$ cat src/rtl/uart_pkg.sv
// rtl/uart_pkg.sv - shared types and constants for the memory-mapped UART transmitter
package uart_pkg;

  typedef enum logic [1:0] {
    ST_IDLE,
    ST_START,
    ST_DATA,
    ST_STOP
  } tx_state_t;

  localparam logic [2:0] TXDATA_OFS = 3'h0;
  localparam logic [2:0] STATUS_OFS = 3'h4;

  localparam int STAT_FULL   = 0;
  localparam int STAT_EMPTY  = 1;
  localparam int STAT_OVF    = 2;
  localparam int STAT_ACTIVE = 3;
  localparam int STAT_CNT_LO = 4;
  localparam int STAT_CNT_HI = 8;

endpackage

$ cat src/rtl/uart_tx_mmio_if.sv
// rtl/uart_tx_mmio_if.sv - core data-bus slice seen by the UART register window
interface uart_tx_mmio_if #(
  parameter int LENGTH = 32
);

  logic [LENGTH-1:0] HADDR;
  logic [LENGTH-1:0] HWDATA;
  logic              MemWrite;
  logic              sel;
  logic [LENGTH-1:0] rdata;

  modport master (
    output HADDR, HWDATA, MemWrite,
    input  sel, rdata
  );

  modport slave (
    input  HADDR, HWDATA, MemWrite,
    output sel, rdata
  );

endinterface

$ cat src/rtl/uart_tx_fifo.sv
// rtl/uart_tx_fifo.sv - synchronous power-of-two FIFO buffering bytes ahead of the serialiser
module uart_tx_fifo #(
  parameter  int DEPTH = 4,
  parameter  int WIDTH = 8,
  localparam int AW    = $clog2(DEPTH),
  localparam int CW    = AW + 1
) (
  input  logic             clock,
  input  logic             reset,
  input  logic             push,
  input  logic [WIDTH-1:0] din,
  input  logic             pop,
  output logic [WIDTH-1:0] dout,
  output logic             full,
  output logic             empty,
  output logic [CW-1:0]    count
);

  logic [WIDTH-1:0] mem [DEPTH];
  logic [AW-1:0]    wr_ptr;
  logic [AW-1:0]    rd_ptr;
  logic             do_push;
  logic             do_pop;

  assign full    = (count == CW'(DEPTH));
  assign empty   = (count == '0);
  assign dout    = mem[rd_ptr];
  assign do_push = push & ~full;
  assign do_pop  = pop & ~empty;

  // Storage carries no reset; pointers and count define validity.
  always_ff @(posedge clock) begin
    if (do_push) begin
      mem[wr_ptr] <= din;
    end
  end

  always_ff @(posedge clock or negedge reset) begin
    if (!reset) begin
      wr_ptr <= '0;
      rd_ptr <= '0;
      count  <= '0;
    end else begin
      if (do_push) begin
        wr_ptr <= wr_ptr + AW'(1);
      end
      if (do_pop) begin
        rd_ptr <= rd_ptr + AW'(1);
      end
      case ({do_push, do_pop})
        2'b10:   count <= count + CW'(1);
        2'b01:   count <= count - CW'(1);
        default: count <= count;
      endcase
    end
  end

endmodule

$ cat src/rtl/uart_tx_mmio.sv
// rtl/uart_tx_mmio.sv - store-decoded UART transmitter: register window, overflow flag, 8N1 serialiser
module uart_tx_mmio
  import uart_pkg::*;
#(
  parameter int                LENGTH     = 32,
  parameter logic [LENGTH-1:0] BASE_ADDR  = 32'h1000_0000,
  parameter int                CLK_DIV    = 434,
  parameter int                FIFO_DEPTH = 4
) (
  input  logic           clock,
  input  logic           reset,
  uart_tx_mmio_if.slave  bus,
  output logic           tx,
  output logic           tx_busy
);

  localparam int          CW        = $clog2(FIFO_DEPTH) + 1;
  localparam logic [15:0] BAUD_LAST = 16'(CLK_DIV - 1);

  tx_state_t         state;
  logic [15:0]       baud_cnt;
  logic [2:0]        bit_idx;
  logic [7:0]        shreg;
  logic              overflow;

  logic              fifo_full;
  logic              fifo_empty;
  logic [CW-1:0]     fifo_count;
  logic [7:0]        fifo_dout;
  logic              push;
  logic              pop;
  logic              wr_txdata;
  logic              wr_status;
  logic              baud_last;
  logic [LENGTH-1:0] status_word;
  logic              unused_bits;

  assign bus.sel   = (bus.HADDR[LENGTH-1:3] == BASE_ADDR[LENGTH-1:3]);
  assign wr_txdata = bus.sel & bus.MemWrite & (bus.HADDR[2] == TXDATA_OFS[2]);
  assign wr_status = bus.sel & bus.MemWrite & (bus.HADDR[2] == STATUS_OFS[2]);
  assign push      = wr_txdata & ~fifo_full;
  assign baud_last = (baud_cnt == BAUD_LAST);
  // Pop in IDLE or on the last STOP cycle so frames chain with no idle gap.
  assign pop       = ~fifo_empty & ((state == ST_IDLE) | ((state == ST_STOP) & baud_last));
  assign tx_busy   = ~fifo_empty | (state != ST_IDLE);
  assign unused_bits = ^{bus.HWDATA[LENGTH-1:8], bus.HADDR[1:0]};

  always_comb begin
    status_word                           = '0;
    status_word[STAT_FULL]                = fifo_full;
    status_word[STAT_EMPTY]               = fifo_empty;
    status_word[STAT_OVF]                 = overflow;
    status_word[STAT_ACTIVE]              = (state != ST_IDLE);
    status_word[STAT_CNT_HI:STAT_CNT_LO]  = 5'(fifo_count);
  end

  assign bus.rdata = (bus.sel && (bus.HADDR[2] == STATUS_OFS[2])) ? status_word : '0;

  uart_tx_fifo #(
    .DEPTH (FIFO_DEPTH),
    .WIDTH (8)
  ) u_fifo (
    .clock (clock),
    .reset (reset),
    .push  (push),
    .din   (bus.HWDATA[7:0]),
    .pop   (pop),
    .dout  (fifo_dout),
    .full  (fifo_full),
    .empty (fifo_empty),
    .count (fifo_count)
  );

  // A dropped push sets overflow even if a clear arrives on the same edge.
  always_ff @(posedge clock or negedge reset) begin
    if (!reset) begin
      overflow <= 1'b0;
    end else if (wr_txdata & fifo_full) begin
      overflow <= 1'b1;
    end else if (wr_status & bus.HWDATA[2]) begin
      overflow <= 1'b0;
    end
  end

  always_ff @(posedge clock or negedge reset) begin
    if (!reset) begin
      state    <= ST_IDLE;
      baud_cnt <= '0;
      bit_idx  <= '0;
      shreg    <= '0;
      tx       <= 1'b1;
    end else begin
      case (state)
        ST_IDLE: begin
          tx <= 1'b1;
          if (!fifo_empty) begin
            shreg    <= fifo_dout;
            baud_cnt <= '0;
            tx       <= 1'b0;
            state    <= ST_START;
          end
        end
        ST_START: begin
          if (baud_last) begin
            baud_cnt <= '0;
            bit_idx  <= '0;
            tx       <= shreg[0];
            shreg    <= {1'b0, shreg[7:1]};
            state    <= ST_DATA;
          end else begin
            baud_cnt <= baud_cnt + 16'd1;
          end
        end
        ST_DATA: begin
          if (baud_last) begin
            baud_cnt <= '0;
            if (bit_idx == 3'd7) begin
              tx    <= 1'b1;
              state <= ST_STOP;
            end else begin
              tx      <= shreg[0];
              shreg   <= {1'b0, shreg[7:1]};
              bit_idx <= bit_idx + 3'd1;
            end
          end else begin
            baud_cnt <= baud_cnt + 16'd1;
          end
        end
        ST_STOP: begin
          if (baud_last) begin
            baud_cnt <= '0;
            if (!fifo_empty) begin
              shreg <= fifo_dout;
              tx    <= 1'b0;
              state <= ST_START;
            end else begin
              tx    <= 1'b1;
              state <= ST_IDLE;
            end
          end else begin
            baud_cnt <= baud_cnt + 16'd1;
          end
        end
        default: begin
          tx    <= 1'b1;
          state <= ST_IDLE;
        end
      endcase
    end
  end

endmodule

$ cat src/flat_wrapper.sv
// flat-port wrapper written by rule: the top's interface ports become plain ports
module uart_tx_mmio_flat import uart_pkg::*;
#(
  parameter int                LENGTH     = 32,
  parameter logic [LENGTH-1:0] BASE_ADDR  = 32'h1000_0000,
  parameter int                CLK_DIV    = 434,
  parameter int                FIFO_DEPTH = 4
)
  (clock, reset, tx, tx_busy, bus_HADDR, bus_HWDATA, bus_MemWrite, bus_sel, bus_rdata);
  uart_tx_mmio_if #(.LENGTH(LENGTH)) bus_i ();
  input  logic clock;
  input  logic reset;
  output logic tx;
  output logic tx_busy;
  input wire logic [$bits(bus_i.HADDR)-1:0] bus_HADDR;
  input wire logic [$bits(bus_i.HWDATA)-1:0] bus_HWDATA;
  input wire logic [$bits(bus_i.MemWrite)-1:0] bus_MemWrite;
  output wire logic [$bits(bus_i.sel)-1:0] bus_sel;
  output wire logic [$bits(bus_i.rdata)-1:0] bus_rdata;
  assign bus_i.HADDR = bus_HADDR;
  assign bus_i.HWDATA = bus_HWDATA;
  assign bus_i.MemWrite = bus_MemWrite;
  assign bus_sel = bus_i.sel;
  assign bus_rdata = bus_i.rdata;
  uart_tx_mmio #(.LENGTH(LENGTH), .BASE_ADDR(BASE_ADDR), .CLK_DIV(CLK_DIV), .FIFO_DEPTH(FIFO_DEPTH)) u_core (.clock(clock), .reset(reset), .bus(bus_i), .tx(tx), .tx_busy(tx_busy));
endmodule
$ cat config.mk
export PLATFORM = sky130hd
export DESIGN_NAME = uart_tx_mmio_flat
export DESIGN_NICKNAME = d
export VERILOG_FILES = /design/src/rtl/uart_pkg.sv /design/src/rtl/uart_tx_mmio_if.sv /design/src/rtl/uart_tx_fifo.sv /design/src/rtl/uart_tx_mmio.sv /design/src/flat_wrapper.sv
export SDC_FILE = /design/constraint.sdc
export NUM_CORES = 1
export LEC_CHECK = 0
export BUFFER_PORTS_ARGS = -buffer_cell sky130_fd_sc_hd__buf_4
export CORE_MARGIN = 3
export CORE_UTILIZATION = 55
export CTS_CLUSTER_DIAMETER = 150
export DETAILED_ROUTE_END_ITERATION = 10
export GPL_TIMING_DRIVEN = 0
export PLACE_DENSITY = 0.9
export SLEW_MARGIN = 20
export SYNTH_ARGS = -nofsm -noshare
export SYNTH_HDL_FRONTEND = slang
export SYNTH_HIERARCHICAL = 1
export SYNTH_SLANG_ARGS = --single-unit
$ cat constraint.sdc
create_clock -name clock -period 3.76 [get_ports clock]
set_input_delay 0.752 -clock clock [delete_from_list [all_inputs] [get_ports clock]]
set_output_delay 0.752 -clock clock [all_outputs]
set_load 0.05 [all_outputs]
==> results of run 1 <==
worst max-delay path: stages (launching register included):
cell	delay (ns)
dfrtp_1	0.47
nor3_1	0.54
and2_1	0.20
clkbuf_1	0.34
inv_1	0.15
clkbuf_1	0.27
buf_4	0.26
power by group through the flow:
| stage | Clock, mW | Sequential (mW) | Combinational, mW |
|---|---|---|---|
| after floorplan | 0 | 0.916 | 0.281 |
| after global placement | 0 | 0.925 | 0.352 |
| after detailed placement | 0 | 0.929 | 0.370 |
| after CTS | 0.597 | 0.917 | 0.374 |
| after global routing | 0.632 | 0.926 | 0.405 |
| final | 0.584 | 0.918 | 0.372 |
logic make-up after synthesis:
family | Yosys count | share of synthesized area
buffers and inverters | 55 | 0.0945
other | 1 | 0.00100
AOI/OAI and AO/OA | 67 | 0.109
DFF | 70 | 0.511
adders and majority gates | 15 | 0.0521
and+or+nand+nor | 96 | 0.143
xor gates and xnor gates | 7 | 0.0164
muxes | 17 | 0.0735
layout by cell type, fill, tap and decap left out, drive strengths merged, types with 2 or more instances in the layout:
| cell type | instances |
|---|---|
| nor4 | 9 |
| clkbuf | 14 |
| a21oi | 14 |
| nor3 | 7 |
| mux2i | 8 |
| nand3 | 8 |
| buf | 84 |
| ha | 14 |
| inv | 21 |
| o31ai | 2 |
| o211ai | 3 |
| nor3b | 2 |
| nand2 | 22 |
| xor2 | 4 |
| nor4b | 2 |
| conb | 25 |
| a31oi | 7 |
| and3 | 7 |
| and2 | 5 |
| o21ai | 31 |
| nor2 | 19 |
| mux4 | 8 |
| dfrtp | 37 |
| edfxtp | 32 |
| xnor2 | 3 |
| nand4 | 10 |
per-layer routing:
metal / global-route usage / wire, um / up-vias / part of all wire
li1: - / - / 1334 / -
met1: 0.259 / 3100 / 1330 / 0.41
met2: 0.351 / 3900 / 97 / 0.52
met3: 0.0587 / 410 / 14 / 0.054
met4: 0.0893 / 119 / 0 / 0.016
met5: 0 / 0 / - / 0
registers in the layout, summed over array words and instances (netlist names):
signal	flops
u_core/u_fifo/mem	32
u_core/baud_cnt	16
u_core/shreg	8
u_core/bit_idx	3
u_core/u_fifo/count	3
u_core/state	2
u_core/u_fifo/rd_ptr	2
u_core/u_fifo/wr_ptr	2
u_core/overflow	1
u_core/tx	1
worst paths after layout:
path	from	to	slack [ns]	depth (start not counted)
setup / recovery	u_core/u_fifo/count[0]	tx_busy	0.43	6
hold / removal	reset	u_core/baud_cnt[7]	0.35	1
setup reg to reg	u_core/baud_cnt[1]	u_core/u_fifo/count[2]	1.03	14
hold reg to reg	u_core/bit_idx[0]	u_core/bit_idx[0]	0.51	1
max in group asynchronous	reset	u_core/tx	3.04	1
min in group clock	u_core/bit_idx[0]	u_core/bit_idx[0]	0.51	1
per-stage QoR:
stage / hold WS [ns] / power (mW)
2_1_floorplan: 0.456 / 1.20
3_3_place_gp: 0.494 / 1.28
3_5_place_dp: 0.487 / 1.30
4_1_cts: 0.363 / 1.89
5_1_grt: 0.373 / 1.96
6_report: 0.353 / 1.87
final cells by class:
class	count	area, um2	share of cell area
Clock buffer	9	124	0.0276
Clock inverter	7	62.6	0.0139
Timing Repair Buffer	50	375	0.0835
Buffer	39	294	0.0654
Sequential cell	70	1910	0.426
Multi-Input combinational cell	227	1570	0.349
Inverter	16	60.1	0.0134
Tap cell	77	96.3	0.0214
==> metrics, run 1 <==
status=finished clean; Post-Syn Area per Cell=11.4 um2; dpl cells=roughly 480; Post-CTS Setup Bufs=0; min cycle time layout=roughly 3.3 ns; first-pass GRT wire length=approximately 13000 um; Synth top area share=0.257; Nets=495; Unique masters post-synth=54; setup_tns=0 ns; post-cts repair resize count=0; fill cell count=441; floorplan row count=29; internal power of the cells=1.29 mW; Area growth syn-to-layout=20.0%; Switching Share=0.312; CP startpoint kind=flip-flop; Slew Viols, Final=0; I/O Buffers=50; final worst path period share=0.884; # H-tree levels=3; fraction of layout cells with a size suffix above 1=0.297; core area=6460 um2; #FFs+latches synth=70; crit-path max FO=10; vias after detailed routing=2775; DIE AREA=7840 um2; sequential fraction of design power=0.490; Synth top cells by count=dfrtp_1 (37), edfxtp_1 (32), o21ai_0 (31); Setup Skew=0.0136 ns; CTS Sinks=70; combinational power share=0.198; GPL Wtd Cong=~0.87; DP Wirelength=5320 um; placed inst area=4310 um2; CP arrival=2.57 ns; Fmax=approximately 300 MHz; Synth area leaders=edfxtp_1 (26%), dfrtp_1 (25%), buf_4 (5.4%), mux4_2 (4.8%), ha_1 (4.7%); CTS max path bufs=2; Worst Path Required=between 3 and 4 ns; gr usage total=0.211; Worst Setup End Kind=output pin; chip height=between 80 and 90 um; Leakage=2.00 nW; Final WS setup=0.435 ns; DRT Pass-1 Iters=4; drt wl/cell=15.2 um; Seq/Total Area, Yosys=0.511; final setup fails=0; Worst-Margin Slew=a little under 0.7 ns; Max transition margin=0.551; clock power share=0.312; prevailing post-synth register cell=dfrtp_1; root buf cell=clkbuf_8; TritonCTS buffer count=9; Starting Density=0.580; initial antenna violation count=0; max-capacitance violation count=0; synthesized instance count=328; finished layout cell area=4490 um2; Post-route DRC=0; post-synth top area cell=edfxtp_1; most common cell in the netlist=dfrtp_1; largest net degree at the start of global routing=39; IO Count=102; Clk Latency, worst-skew pair=0.35 ns; CP Class=flip-flop to output pin; fin util=0.696; Post-synth EDFFs=32; P per Cell Area=417 nW/um2; YS warnings=6; IR drop worst, VDD=0.373 mV; Remaining Overflow, GRT=0; post-place setup slack=0.466 ns; Finished Layout Cells=495; switching power=586 uW; Antenna Nets Post-Route=0; vias in the first global route=2748; Clock transition at path regs=0.09 ns; FFs w/ async S/R, synth=0.543; Syn Std Cell Area=approximately 3700 um2; Hold WC Path Type=input port to async pin; drt total wl=7530 um; Via-to-Cell Ratio=~5.6; Post-CTS Hold Fix Bufs=0; initial drt markers=120; Die X=88.5 um; Hold Fails Final Rpt=0; RSZ-0062 raised after global routing=no; CTS tree=built; ant diodes=0
(Power assumes the default switching activity.)
==> run 2, diff against run 1 <==
CORE_UTILIZATION = 45   (was 55)
PLACE_DENSITY = 0.77   (was 0.9)
==> run 2 against run 1 <==
Compared with the run above: die area grew 21%; via count is 4.1% lower; critical endpoint unchanged; count of clock-buffer cells in the layout stayed put; clock power is 2% lower; sequential power shrank 0.7%; sequential share of layout area shrank 0.29 points; final cell count grew 5.1%.
==> metrics, run 2 (synthesis gave the netlist of run 1 again) <==
status=finished clean; Biggest register=u_core/u_fifo/mem; floorplan row count=32 (+10%); IR drop worst, VDD=0.309 mV (-17%); # H-tree levels=3 (unchanged); root buf cell=clkbuf_8; DP Wirelength=5140 um (-3.3%); final setup fails=0 (unchanged); drt total wl=7020 um (-6.8%); Leakage=2.00 nW (unchanged); post-cts repair resize count=0 (unchanged); RSZ-0062 raised after global routing=no; Hold WC Path Type=input port to async pin; biggest regs=u_core/u_fifo/mem: 32 flops, u_core/baud_cnt: 16 flops, u_core/shreg: 8 flops; fill cell count=644 (+46%); sequential fraction of design power=0.494 (+0.004); Hold Fails Final Rpt=0 (unchanged); chip height=97.2 um (+9.8%); crit path launch=u_core/u_fifo/count[0]; ant diodes=0 (unchanged); min cycle time layout=3.25 ns (-0.0789 ns); vias in the first global route=2563 (-6.7%); Post-CTS Setup Bufs=0 (unchanged); vias after detailed routing=2660 (-4.1%); DIE AREA=9460 um2 (+21%); crit-path max FO=10 (unchanged); CP Class=flip-flop to output pin; Clk Latency, worst-skew pair=0.35 ns (about the same); first-pass GRT wire length=11800 um (-6.6%); IO Count=102 (unchanged); switching power=556 uW (-5.0%); CP startpoint kind=flip-flop; Via-to-Cell Ratio=5.12 (-8.8%); P per Cell Area=408 nW/um2 (-2.3%); total power=1.85 mW (-1.6%); max-capacitance violation count=0 (unchanged); initial drt markers=145 (+21%); Area growth syn-to-layout=20.8%; fraction of layout cells with a size suffix above 1=0.297 (unchanged); Remaining Overflow, GRT=0 (unchanged); drt wl/cell=13.5 um (-11%); largest net degree at the start of global routing=39 (unchanged); final worst path period share=0.863 (-0.0210); Post-CTS Hold Fix Bufs=0 (unchanged); Clock transition at path regs=0.08 ns (about the same); CTS max path bufs=2 (unchanged); I/O Buffers=50 (unchanged); Antenna Nets Post-Route=0 (unchanged); gr usage total=0.153 (-0.0581); commonest non-fill, non-tap cell in the layout=buf_4; Reg-to-Reg Start=u_core/baud_cnt[1]; Switching Share=0.302 (-0.0108); DRT Pass-1 Iters=4 (unchanged); combinational power share=0.196 (-0.002); GPL Wtd Cong=0.901 (+3.6%); CTS Sinks=70 (unchanged); core area=7890 um2 (+22%); Max transition margin=0.579 (+0.0285); Worst Setup End Kind=output pin; CTS tree=built; most frequent cells in the layout=buf_4 (77), dfrtp_1 (37), edfxtp_1 (32); Die X=97.2 um (+9.8%); Setup Skew=0.00777 ns (-0.00588 ns); Nets=495 (unchanged); Starting Density=0.475 (-0.105); clock power share=0.310 (-0.002); Worst Path Required=3.01 ns (about the same); setup_tns=0 ns (unchanged); initial antenna violation count=0 (unchanged); TritonCTS buffer count=9 (unchanged); Largest register FFs=32 (unchanged); internal power of the cells=1.29 mW (about the same); Worst-Margin Slew=0.631 ns (-0.0427 ns); Post-route DRC=0 (unchanged); CP arrival=2.49 ns (-0.08 ns); Fmax=308 MHz (+2.4%); Slew Viols, Final=0 (unchanged)
[run 2: layout make-up]
class / count / area [um2] / area share
sequential: 70 / 1910 / 0.423
multi-input combinational: 227 / 1570 / 0.347
timing repair buffer: 50 / 375 / 0.0829
buffer: 39 / 294 / 0.0650
tap: 102 / 128 / 0.0282
clock buffer: 9 / 124 / 0.0274
clock inverter: 7 / 62.6 / 0.0138
inverter: 16 / 60.1 / 0.0133
[run 2: final timing paths]
path	depth (start not counted)	endpoint	slack, ns
worst max-delay path	6	tx_busy	0.51
worst min-delay path	1	u_core/baud_cnt[10]	0.37
worst max register to register	14	u_core/u_fifo/count[2]	1.12
worst min register to register	1	u_core/bit_idx[0]	0.51
max in group asynchronous	1	u_core/tx	3.02
min in group clock	1	u_core/bit_idx[0]	0.51
[run 2: power by group through the flow]
stage | logic [mW] | registers [mW] | clock network [mW]
CTS | 0.365 | 0.912 | 0.595
finish | 0.361 | 0.912 | 0.572
global route | 0.403 | 0.924 | 0.623
global placement | 0.353 | 0.925 | 0
detailed placement | 0.364 | 0.927 | 0
floorplan | 0.281 | 0.916 | 0
[run 2: per-layer routing]
layer,GRT usage,vias to the layer above,share of wire
li1,-,1319,-
met5,0,-,0
met2,0.263,74,0.51
met3,0.0431,4,0.062
met4,0.0490,0,0.0061
met1,0.186,1263,0.42
[run 2: stage by stage]
step	instances	instance area, um2	hold slack, ns	worst slack, ns	util
after floorplan	352	3840	0.456	0.190	-
after global routing	520	4530	0.391	0.299	0.574
after CTS	520	4530	0.366	0.508	0.574
after detailed placement	504	4340	0.488	0.480	0.550
final	520	4530	0.369	0.514	0.574
after global placement	504	4340	0.489	0.588	0.550
[run 2: critical path, stage by stage, from the launching register on]
cell and delay, ns:
dfrtp_1 0.48, nor3_1 0.46, and2_1 0.20, clkbuf_1 0.33, inv_1 0.15, clkbuf_1 0.27
buf_4 0.26
==> run 3, diff against run 2 <==
PLACE_DENSITY = 0.8   (was 0.77)
clock period = 2.7 ns   (was 3.76 ns; I/O delays follow)
==> run 3 against run 2 <==
Compared with the run above: global-route usage about the same; sequential share of layout area down 1.0 points; routed wire length up 2.4%; worst setup slack worse by 0.37 ns; clock skew up 0.0052 ns; final cell count up 0.38%; sequential power up 40%; final area up 2.6%; non-clock buffer count up 2; die area unchanged; highest routed layer unchanged.
==> metrics, run 3 (synthesis gave the netlist of run 1 again) <==
status=finished clean; final worst path period share=0.945; max-capacitance violation count=0 (unchanged); fin util=0.589 (+0.0148); final setup fails=0 (unchanged); commonest non-fill, non-tap cell in the layout=buf_4; vias after detailed routing=2682 (+0.83%); TritonCTS buffer count=9 (unchanged); finished layout cell area=4640 um2 (+2.6%); FF/Latch Area=1910 um2 (about the same); Post-route DRC=0 (unchanged); Starting Density=0.475 (unchanged); biggest regs=u_core/u_fifo/mem: 32 flops, u_core/baud_cnt: 16 flops, u_core/shreg: 8 flops; Hold Fails Final Rpt=0 (unchanged); fill cell count=619 (-3.9%); DP Wirelength=5160 um (+0.41%); Slew Viols, Final=0 (unchanged); Remaining Overflow, GRT=0 (unchanged); Die X=97.2 um (unchanged); most frequent cells in the layout=buf_4 (81), dfrtp_1 (36), edfxtp_1 (32); crit-path cells=inv_1, ha_1, and2_2, inv_1, buf_4; Max transition margin=0.580 (+0.000960); CP peak stage delay=0.41 ns (-0.07 ns); Multi-input gate area=1640 um2 (+4.4%); core area=7890 um2 (unchanged); CP Class=flip-flop to output pin; # H-tree levels=3 (unchanged); RSZ-0062 raised after global routing=no; Post-CTS Hold Fix Bufs=0 (unchanged); gr usage total=0.152 (-0.000363); CTS Sinks=70 (unchanged); vias in the first global route=2608 (+1.8%); Hold Slack=0.142 ns (-0.227 ns); fraction of layout cells with a size suffix above 1=0.331 (+0.0343); Nets=497 (+0.40%); IO Count=102 (unchanged); CP delay by family, top=buffers and inverters; CP arrival=2.01 ns (-0.48 ns); first-pass GRT wire length=11800 um (+0.18%); drt wl/cell=13.8 um (+2.0%); Worst-Margin Slew=0.630 ns (-0.00144 ns); Hold WC Path Type=input port to async pin; GPL Wtd Cong=0.900 (about the same); floorplan row count=32 (unchanged); initial antenna violation count=0 (unchanged); I/O Buffers=50 (unchanged); root buf cell=clkbuf_8; total power=2.70 mW (+46%); Worst Path Required=2.16 ns (-0.85 ns); setup_tns=0 ns (unchanged); Leakage=2.03 nW (+1.6%); Area growth syn-to-layout=23.9%; Largest register FFs=32 (unchanged); Via-to-Cell Ratio=5.14 (+0.44%); CP startpoint kind=flip-flop; CP most frequent cell=inv_1; slowest cell on the critical path=dfrtp_1; Fmax=392 MHz; IR drop worst, VDD=0.425 mV (+38%); initial drt markers=80 (-45%); DRT Pass-1 Iters=4 (unchanged); ant diodes=0 (unchanged); Setup Skew=0.0130 ns (+0.00521 ns); chip height=97.2 um (unchanged); CTS max path bufs=2 (unchanged); DIE AREA=9460 um2 (unchanged); drt total wl=7180 um (+2.4%); Worst Setup End Kind=output pin; Clock transition at path regs=0.08 ns (about the same); largest net degree at the start of global routing=39 (unchanged); crit-path max FO=13 (+3); min cycle time layout=between 2 and 3 ns; CTS tree=built; Antenna Nets Post-Route=0 (unchanged); WP buf/inv=3 (-1); Clk Latency, worst-skew pair=0.35 ns (about the same); P per Cell Area=581 nW/um2 (+42%); placed inst area=4370 um2 (+0.66%); Biggest register=u_core/u_fifo/mem
## run 3: cell types whose count changed in the layout (fill, tap and decap cells not counted), moves of 2 or more
cell | before | now
buf_4 | 77 | 81
clkbuf_1 | 5 | 3
ha_1 | 14 | 12
ha_4 | 0 | 2
inv_6 | 4 | 2
nor4_1 | 8 | 5
nor4_2 | 1 | 4
## run 3: final timing paths
| kind | startpoint | endpoint | slack (ns) | cells after the start |
|---|---|---|---|---|
| worst max-delay path | u_core/state[0] | tx_busy | 0.15 | 5 |
| worst min-delay path | reset | u_core/baud_cnt[11] | 0.14 | 1 |
| worst max register to register | u_core/baud_cnt[1] | u_core/u_fifo/count[2] | 0.19 | 14 |
| worst min register to register | u_core/bit_idx[0] | u_core/bit_idx[0] | 0.50 | 1 |
| max in group asynchronous | reset | u_core/baud_cnt[0] | 2.20 | 1 |
| min in group clock | bus_HWDATA[7] | u_core/u_fifo/mem[2][7] | 0.38 | 1 |
## run 3: power by group
part           internal (mW)  switching [mW]  total [mW]  leakage (nW)
Sequential              1.20          0.0732        1.28         0.764
Clock                  0.447           0.446       0.894         0.104
Combinational          0.252           0.274       0.526          1.16
## run 3: layout make-up
cell class                 count  share of cell area
timing repair buffer          54              0.0873
clock inverter                 7              0.0186
tap                          102              0.0275
multi-input combinational    227               0.353
buffer                        37              0.0617
clock buffer                   9              0.0267
sequential                    70               0.412
inverter                      16              0.0129
## run 3: timing repair
item | CTS | global route
endpoints found under the setup margin | 1 | 1
hold endpoints to repair | 0 | 0
resized for setup | 2 | 7
setup buffers | 0 | 4
pin swaps | 0 | 2
## run 3: stage by stage
step	std cells	setup slack, ns
floorplan	352	-0.00695
global placement	504	-0.0435
detailed placement	504	-0.147
CTS	518	0.0241
global route	522	0.00811
finish	522	0.147
## run 3: per-layer routing
| metal | routed length (um) | track usage | vias up |
|---|---|---|---|
| li1 | - | - | 1322 |
| met1 | 3010 | 0.181 | 1257 |
| met2 | 3610 | 0.265 | 86 |
| met3 | 416 | 0.0424 | 17 |
| met4 | 145 | 0.0522 | 0 |
| met5 | 0 | 0 | - |
